`src/rtl/conv_stream_master.sv`:
```
// conv_stream_master: host-loaded stream driver for the 8x4 convolution core.
// The host fills the X/F stores while the block is idle, then pulses start. The
// block streams X and F on independent valid/ready channels, collects Y_CNT results
// into a buffer that can be read at any time, and pulses done once at the end.
module conv_stream_master #(
    parameter  int DATA_WIDTH_X = 8,
    parameter  int DATA_WIDTH_F = 8,
    parameter  int X_SIZE       = 8,
    parameter  int F_SIZE       = 4,
    localparam int Y_CNT        = X_SIZE - F_SIZE + 1,
    localparam int Y_W          = DATA_WIDTH_X + DATA_WIDTH_F + 2,
    localparam int AW           = $clog2(X_SIZE),
    localparam int FAW          = $clog2(F_SIZE),
    localparam int RAW          = $clog2(Y_CNT)
) (
    input  logic                    clk,
    input  logic                    reset,
    input  logic                    wr_en,
    input  logic                    wr_sel,
    input  logic [AW-1:0]           wr_addr,
    input  logic [DATA_WIDTH_X-1:0] wr_data,
    input  logic                    start,
    input  logic                    hold_y,
    output logic                    busy,
    output logic                    done,
    output logic                    m_valid_x,
    output logic [DATA_WIDTH_X-1:0] m_data_x,
    input  logic                    m_ready_x,
    output logic                    m_valid_f,
    output logic [DATA_WIDTH_F-1:0] m_data_f,
    input  logic                    m_ready_f,
    input  logic                    s_valid_y,
    input  logic [Y_W-1:0]          s_data_y,
    output logic                    s_ready_y,
    input  logic [RAW-1:0]          rd_addr,
    output logic [Y_W-1:0]          rd_data
);

    // Counters need one extra code so they can reach the full transfer count.
    localparam int XCW = $clog2(X_SIZE + 1);
    localparam int FCW = $clog2(F_SIZE + 1);
    localparam int YCW = $clog2(Y_CNT + 1);
    localparam logic [XCW-1:0] X_END = XCW'(X_SIZE);
    localparam logic [FCW-1:0] F_END = FCW'(F_SIZE);
    localparam logic [YCW-1:0] Y_END = YCW'(Y_CNT);
    localparam logic [RAW-1:0] RD_END = RAW'(Y_CNT);

    typedef enum logic [1:0] {S_IDLE, S_RUN, S_FIN} state_t;

    state_t state, state_next;

    logic [XCW-1:0] x_cnt;
    logic [FCW-1:0] f_cnt;
    logic [YCW-1:0] y_cnt;

    logic [DATA_WIDTH_X-1:0] x_mem   [X_SIZE];
    logic [DATA_WIDTH_F-1:0] f_mem   [F_SIZE];
    logic [Y_W-1:0]          res_mem [Y_CNT];

    logic x_done, f_done, y_done;
    logic hs_x, hs_f, hs_y;
    logic idle_start;

    assign x_done     = (x_cnt == X_END);
    assign f_done     = (f_cnt == F_END);
    assign y_done     = (y_cnt == Y_END);
    assign hs_x       = m_valid_x && m_ready_x;
    assign hs_f       = m_valid_f && m_ready_f;
    assign hs_y       = s_valid_y && s_ready_y;
    assign idle_start = (state == S_IDLE) && start;

    // State register; reset aborts any transaction in flight without a done pulse.
    always_ff @(posedge clk or negedge reset) begin
        if (!reset) begin
            state <= S_IDLE;
        end else begin
            state <= state_next;
        end
    end

    // Next state: leave RUN only once every channel has finished its quota.
    always_comb begin
        state_next = state;
        case (state)
            S_IDLE:  if (start) state_next = S_RUN;
            S_RUN:   if (x_done && f_done && y_done) state_next = S_FIN;
            S_FIN:   state_next = S_IDLE;
            default: state_next = S_IDLE;
        endcase
    end

    // Outputs decoded from state and channel progress.
    always_comb begin
        busy      = 1'b0;
        done      = 1'b0;
        m_valid_x = 1'b0;
        m_valid_f = 1'b0;
        s_ready_y = 1'b0;
        case (state)
            S_RUN: begin
                busy      = 1'b1;
                m_valid_x = !x_done;
                m_valid_f = !f_done;
                s_ready_y = !y_done && !hold_y;
            end
            S_FIN:   done = 1'b1;
            default: ;
        endcase
    end

    // Beat counters: cleared on the accepting start edge, advanced per handshake.
    always_ff @(posedge clk or negedge reset) begin
        if (!reset) begin
            x_cnt <= '0;
            f_cnt <= '0;
            y_cnt <= '0;
        end else if (idle_start) begin
            x_cnt <= '0;
            f_cnt <= '0;
            y_cnt <= '0;
        end else begin
            if (hs_x) x_cnt <= x_cnt + XCW'(1);
            if (hs_f) f_cnt <= f_cnt + FCW'(1);
            if (hs_y) y_cnt <= y_cnt + YCW'(1);
        end
    end

    // Host writes into the vector stores are only honoured while idle.
    always_ff @(posedge clk) begin
        if (wr_en && (state == S_IDLE)) begin
            if (!wr_sel) begin
                x_mem[wr_addr] <= wr_data;
            end else begin
                f_mem[wr_addr[FAW-1:0]] <= wr_data[DATA_WIDTH_F-1:0];
            end
        end
    end

    // Capture each accepted Y beat at the current result index.
    always_ff @(posedge clk) begin
        if (hs_y) begin
            res_mem[y_cnt[RAW-1:0]] <= s_data_y;
        end
    end

    // Channel data follows the counters, so it holds steady until the handshake.
    assign m_data_x = x_mem[x_cnt[AW-1:0]];
    assign m_data_f = f_mem[f_cnt[FAW-1:0]];
    assign rd_data  = (rd_addr < RD_END) ? res_mem[rd_addr] : '0;

endmodule

```
`config.mk`:
```
export PLATFORM = sky130hd
export DESIGN_NAME = conv_stream_master
export DESIGN_NICKNAME = d
export VERILOG_FILES = /design/src/rtl/conv_stream_master.sv
export SDC_FILE = /design/constraint.sdc
export NUM_CORES = 1
export LEC_CHECK = 0
export BUFFER_PORTS_ARGS = -buffer_cell sky130_fd_sc_hd__buf_4
export CELL_PAD_IN_SITES_DETAIL_PLACEMENT = 1
export CELL_PAD_IN_SITES_GLOBAL_PLACEMENT = 2
export CORE_ASPECT_RATIO = 1.25
export CORE_MARGIN = 5
export CORE_UTILIZATION = 30
export CTS_CLUSTER_DIAMETER = 50
export DETAILED_ROUTE_END_ITERATION = 8
export PLACE_DENSITY = 0.56
export SKIP_LAST_GASP = 1
export SLEW_MARGIN = 20
export SYNTH_ARGS = -nofsm -noshare
export SYNTH_HDL_FRONTEND = slang
export SYNTH_SLANG_ARGS = --single-unit
```
`constraint.sdc`:
```
create_clock -name clk -period 8.4 [get_ports clk]
set_input_delay 0.84 -clock clk [delete_from_list [all_inputs] [get_ports clk]]
set_output_delay 0.84 -clock clk [all_outputs]
set_load 0.005 [all_outputs]
```
# After elaboration in Yosys (flattened, before gate mapping)
# Memory sizes are Yosys's and may differ from the RTL's.
# Cells that the tools add are included.
totals:
  reg_bits: 12
  ramBits: 186
  input_bits: 41
  output_inout_bits: 39
  wordCells: 58
  mem_count: 3
op_classes:
  addsub: 3
  n_lt_le_gt_ge: 1
  n_eq_ne: 7
  n_mux: 23
  n_reduce_logical: 17
memory_table:
  columns: ["memory", "words", "width", "read_ports", "rd_ports_with_merged_regs", "wr", "line", "text"]
  rows:
  - ["res_mem", 5, 18, 1, 0, 1, "58", "logic [Y_W-1:0] res_mem [Y_CNT];"]
  - ["x_mem", 8, 8, 1, 0, 1, "56", "logic [DATA_WIDTH_X-1:0] x_mem [X_SIZE];"]
  - ["f_mem", 4, 8, 1, 0, 1, "57", "logic [DATA_WIDTH_F-1:0] f_mem [F_SIZE];"]
ops:
  columns: ["cell", "count"]
  rows:
  - ["$mux 18", 1]
  - ["$mux 1", 13]
  - ["$mux 3", 4]
  - ["$logic_and 1x1->1", 8]
  - ["$mux 4", 2]
  - ["$add 3x1->3 const B", 2]
  - ["$eq 3x3->1 const B", 2]
  - ["$reduce_bool 2->1", 3]
  - ["$add 4x1->4 const B", 1]
  - ["$eq 4x4->1 const B", 1]
  - ["$logic_not 1->1", 4]
  - ["$mux 2", 2]
  - ["$ne 2x2->1 const B", 2]
  - ["$pmux 2 s2", 1]
  - ["$lt 3x3->1 const B", 1]
  - ["$eq 2x1->1 const B", 1]
  - ["$eq 2x2->1 const B", 1]
  - ["$logic_not 2->1", 1]
  - ["$reduce_and 2->1", 1]

# Depth between registers and ports, before layout
logic_depth:
  word_depth: 7
  mapped_depth: 6
  depth_no_buf: 5

# Least setup slack after synthesis
# Ideal clock, no wire load.
synth_path:
  path_type: "input -> register"
  startpoint: "input port hold_y"
  endpoint: "memory res_mem[0][0] (netlist bit), enable pin"
  setup_ps: 439
  arrival_time_ps: 3048
  t_required_ps: 7961
  slack_ps: 4912
  cell_stages: 3
  path_buffers: 0
  cell_sequence: "and4bb_4 > nand2_4 > nor4_1"
synth_via:
  elab_chain_cells: 6
synth_rtl:
  columns: ["item", "line", "text"]
  rows:
  - ["from (decl)", "23", "input logic hold_y,"]
  - ["$logic_not 1->1", "104", "s_ready_y = !y_done && !hold_y;"]
  - ["$logic_and 1x1->1", "104", null]
  - ["$mux 1", "99", "case (state)"]
  - ["$logic_and 1x1->1", "69", "assign hs_y = s_valid_y && s_ready_y;"]
  - ["$mux 1", "141", "if (hs_y) begin"]
  - ["$mux 1 (not written as such)", "142", "res_mem[y_cnt[RAW-1:0]] <= s_data_y;"]
  - ["to (decl)", "58", null]
# No other way between the ends.

# Worst setup path after layout
layout_path:
  startpoint: "input port rd_addr[2]"
  endpoint: "output port rd_data[2]"
layout_via:
  elab_chain_cells: 2
  word_cells_on_any_way: 3
  classes_between: "order compare: 1; mux: 1; memory: 1"
layout_rtl:
  columns: ["item", "line", "text"]
  rows:
  - ["from (decl)", "35", "input logic [RAW-1:0] rd_addr,"]
  - ["$lt 3x3->1 / $mem_v2 5x18 (equally long branches)", null, null]
  - ["$mux 18 *", "149", "assign rd_data = (rd_addr < RD_END) ? res_mem[rd_addr] : '0;"]
  - ["to (decl)", "36", "output logic [Y_W-1:0] rd_data"]
# Every way passes the cells marked *; elsewhere a longest branch is shown, timed or not.

==> results.md <==
Floorplan:
- The top-level port count is 80.
- In this run the standard cell core region covers 26,200 sq um.
- The horizontal die dimension is 156 um.
- The die covers 30,100 sq um.
- The floorplan step set the die height to 193 um.
- For this configuration, the core starts out at a cell density of 30.6%.
- The number of placement rows is 66.

STA:
- The worst pin sits at a relative slew slack of 35.1%.
- The final max-slew violation count is 0.
- The clock period minus worst slack is 3440 ps.
- Adding up every negative setup slack in the final design gives 0 ps.
- Setup violations remaining at the end of the flow were counted as 0.
- For this run, the top clock speed supported by timing is 0.291 GHz.
- The transition time at the pin with the least slew margin is 970 ps.
- Between clock sinks in the finished design, the worst skew comes to 7.93 ps.
- Setup repair after global routing left no endpoint under its margin.
- The number of hold violations in the final report is 0.
- After layout, the worst path uses 40.9% of the clock period.
- After layout, the worst setup slack is 4960 ps.

Yosys:
- The total of flip-flops plus latches after synthesis is 198.
- The sequential-to-total area share from yosys stat is 73.6%.
- Summing the areas of all fa, ha and maj instances in the mapped netlist gives 0.938% of the synthesized area.
- Summed over its instances, the top area cell type makes up 69.8% of the synthesized netlist area.
- Counting instances in the post-synthesis netlist gives the leading cell types as 186 x sky130_fd_sc_hd__edfxtp_1, 34 x sky130_fd_sc_hd__nand2_1, 27 x sky130_fd_sc_hd__nor2_1.
- When the netlist entered floorplanning its net count stood at 495.
- By area the synthesized netlist is led by sky130_fd_sc_hd__edfxtp_1 70%, sky130_fd_sc_hd__mux4_2 6.8%, sky130_fd_sc_hd__dfrtp_1 3.8%.
- The most repeated cell in the gate-level netlist after synthesis is sky130_fd_sc_hd__edfxtp_1.
- The share of synthesized flip-flops with an asynchronous set or reset is 6.06%.
- The synthesized design spends more area on one cell type than any other, namely sky130_fd_sc_hd__edfxtp_1.
- The count of flip-flops with a built-in enable after synthesis is 186.
- The dominant combinational cell family by area after synthesis is multiplexers.
- Each instance of the synthesized netlist takes up on average 17.9 sq um.
- The main flop type after synthesis is sky130_fd_sc_hd__edfxtp_1.
- After synthesis, the netlist uses 52 different library cells.
- Summing the areas of all compound-gate instances in the mapped netlist gives 7.18% of the synthesized area.
- The count of mapped cells out of synthesis is 448.
- Summing the areas of all and, or, nand and nor instances in the mapped netlist gives 6.97% of the synthesized area.
- Summing the areas of all xor and xnor instances in the mapped netlist gives 0% of the synthesized area.
- The mux cell area share after synthesis is 9.38%.
- In this run the cell area of the synthesized design comes to 8000 sq um.
- The number of synthesis warnings is 0.

Power and ir drop:
- Power spread over the standard cell area amounts to 274 nW/um^2.
- The leakage power is 3.34 nW.
- The worst-case IR drop observed on VDD is 140 uV.

Placement:
- The number of input and output port buffers inserted is 79.
- Prior to clock tree synthesis, the placed netlist has a worst setup slack of 4930 ps.
- Summed over all nets, the half-perimeter wirelength after detailed placement is 12,100 um.
- Routability-driven placement finished with a final weighted congestion of 0.734.

CTS:
- The tree built by TritonCTS fans out to 198 sinks.
- The largest buffer count on any clock path is 2.
- TritonCTS built the clock tree.
- The number of buffers inserted to repair setup after CTS is 0.
- For this design, the CTS-stage hold fixing added 0 buffers.
- In this run, post-CTS repair resized a total of 0 instances.
- TritonCTS created 17 clock buffers.
- The H-tree generated during clock tree synthesis spans 4 levels.
- The cell chosen for the clock root is sky130_fd_sc_hd__clkbuf_16.
- The clock latency on the worst-skew pair is 440 ps.
- After clock tree synthesis, the clock-pin slew on the worst setup and hold paths is 70 ps.

Cells and area:
- The repair_antennas step left the layout with diodes totalling 0.
- The synthesis-to-finish area growth is 20.3%.
- For this run, the post-layout net count is 580.
- Once layout is complete, the utilization of the core stands at 36.8%.
- The share of cells above drive strength 1 is 31.0%.

Global routing:
- The first global-routing pass estimated 28,800 um of wire.
- Global routing consumed, over all layers together, 12.9% of the routing resources.
- The total overflow reported by the global router is 0.
- The via count of the first global-routing pass is 4,760.
- The number of antenna violations at the first check in global routing is 0.
- The pin count of the biggest net entering global routing is 39.

Worst setup path:
- The arrival time at the worst endpoint is 2600 ps.
- The worst register-to-register path begins at y_cnt[1]$_DFFE_PN0P_.
- The capture point of the worst reg-to-reg path is res_mem[4][9]$_DFFE_PP_.
- The critical path in this run is classified as input pin to output port.
- The required time of the worst setup path is 7560 ps.
- The worst setup path is launched from an input pin.
- In this run the register-to-register setup slack is 6180 ps.
- The maximum fanout count along the critical path is 22.
- STA classifies the critical path endpoint as an output port.
- The number of cells on the worst reg-to-reg path is 6.

Flow run:
- Max-cap violations in this run came to 0.

Detailed routing:
- The via count is 4,319.
- In the routed design, unresolved DRC markers number 0.
- The routed length per placed instance is 20.9 um.
- The number of vias per cell after detailed routing is 4.87.
- The pre-antenna-repair detailed-routing pass consisted of 4 iterations.
- After the first detailed-routing iteration, the DRC count stood at 156.
- The routed design has 18,500 um of wire.
- The number of antenna-violating nets in the routed design is 0.

Min path:
- The path type of the worst min-delay path is input pin to async pin.

Outcome:
- The flow ran to the end, and the final reports show no timing, DRC or antenna violations.
[how the worst max path moves through the flow]
stage                               to  cells past startpoint  slack (ps)        from
6_report                    rd_data[2]                      5        4960  rd_addr[2]
5_1_grt                     rd_data[2]                      5        4800  rd_addr[2]
4_1_cts                     rd_data[2]                      5        4930  rd_addr[2]
3_5_place_dp                rd_data[2]                      5        4930  rd_addr[2]
3_3_place_gp                rd_data[2]                      5        4920  rd_addr[2]
2_1_floorplan  res_mem[0][0]$_DFFE_PP_                      3        4910      hold_y
[layer usage]
layer / wire length [um] / vias up / global-route usage [%]
met2: 10200 / 80 / 23.9
met3: 689 / 18 / 2.56
met5: 0 / - / 0
met4: 299 / 0 / 4.58
li1: - / 1962 / -
met1: 7380 / 2259 / 14.6
[final cells by class]
class,instances,area [sq um]
fillers,2605,16500
clock inverters,15,209
flip-flops and latches,198,5890
multi-input cells,220,1990
well taps,340,425
repair buffers,88,661
inverters,8,30.0
clock buffers,17,425
[worst max-delay path, stage by stage]
cell,delay (ps)
sky130_fd_sc_hd__buf_4,270
sky130_fd_sc_hd__nor2b_2,850
sky130_fd_sc_hd__a32o_1,270
sky130_fd_sc_hd__a2bb2oi_1,200
sky130_fd_sc_hd__buf_4,140
[layout by cell type, fill, tap and decap left out, types with 4 or more instances in the layout]
master	instances
sky130_fd_sc_hd__a21oi_1	21
sky130_fd_sc_hd__a2bb2oi_1	8
sky130_fd_sc_hd__a2bb2oi_2	9
sky130_fd_sc_hd__a32o_1	17
sky130_fd_sc_hd__buf_4	88
sky130_fd_sc_hd__clkbuf_16	17
sky130_fd_sc_hd__dfrtp_1	12
sky130_fd_sc_hd__edfxtp_1	186
sky130_fd_sc_hd__ha_1	6
sky130_fd_sc_hd__inv_1	5
sky130_fd_sc_hd__inv_6	5
sky130_fd_sc_hd__mux2i_1	21
sky130_fd_sc_hd__mux4_2	24
sky130_fd_sc_hd__nand2_1	34
sky130_fd_sc_hd__nor2_1	27
sky130_fd_sc_hd__nor3_1	4
[flip-flops by register name (all words and copies together) (netlist names)]
name,cells
f_cnt,3
f_mem,32
res_mem,90
state,2
x_cnt,4
x_mem,64
y_cnt,3
[power by group]
| group | internal [mW] | switching [mW] | total [mW] |
|---|---|---|---|
| clock | 0.484 | 0.389 | 0.873 |
| sequential | 1.14 | 0.0967 | 1.24 |
| combinational | 0.276 | 0.252 | 0.528 |
| total | 1.90 | 0.737 | 2.64 |
[cells by family (layout without fill, tap and decap cells)]
kind of cell	Yosys count	after routing
AOI/OAI and AO/OA	68	68
adders and majority gates	6	6
buffers and inverters	30	128
DFF	198	198
muxes	45	45
and+or+nand+nor	101	101
[stage by stage]
| stage | std cells | total power, mW | hold WS, ps | area, sq um |
|---|---|---|---|---|
| 3_3_place_gp | 854 | 1.79 | 557 | 8990 |
| 6_report | 886 | 2.64 | 241 | 9630 |
| 2_1_floorplan | 448 | 1.55 | 536 | 8000 |
| 5_1_grt | 886 | 2.78 | 224 | 9630 |
| 3_5_place_dp | 854 | 1.81 | 576 | 8990 |
| 4_1_cts | 886 | 2.69 | 222 | 9630 |
Power figures use the tool's default switching activity.
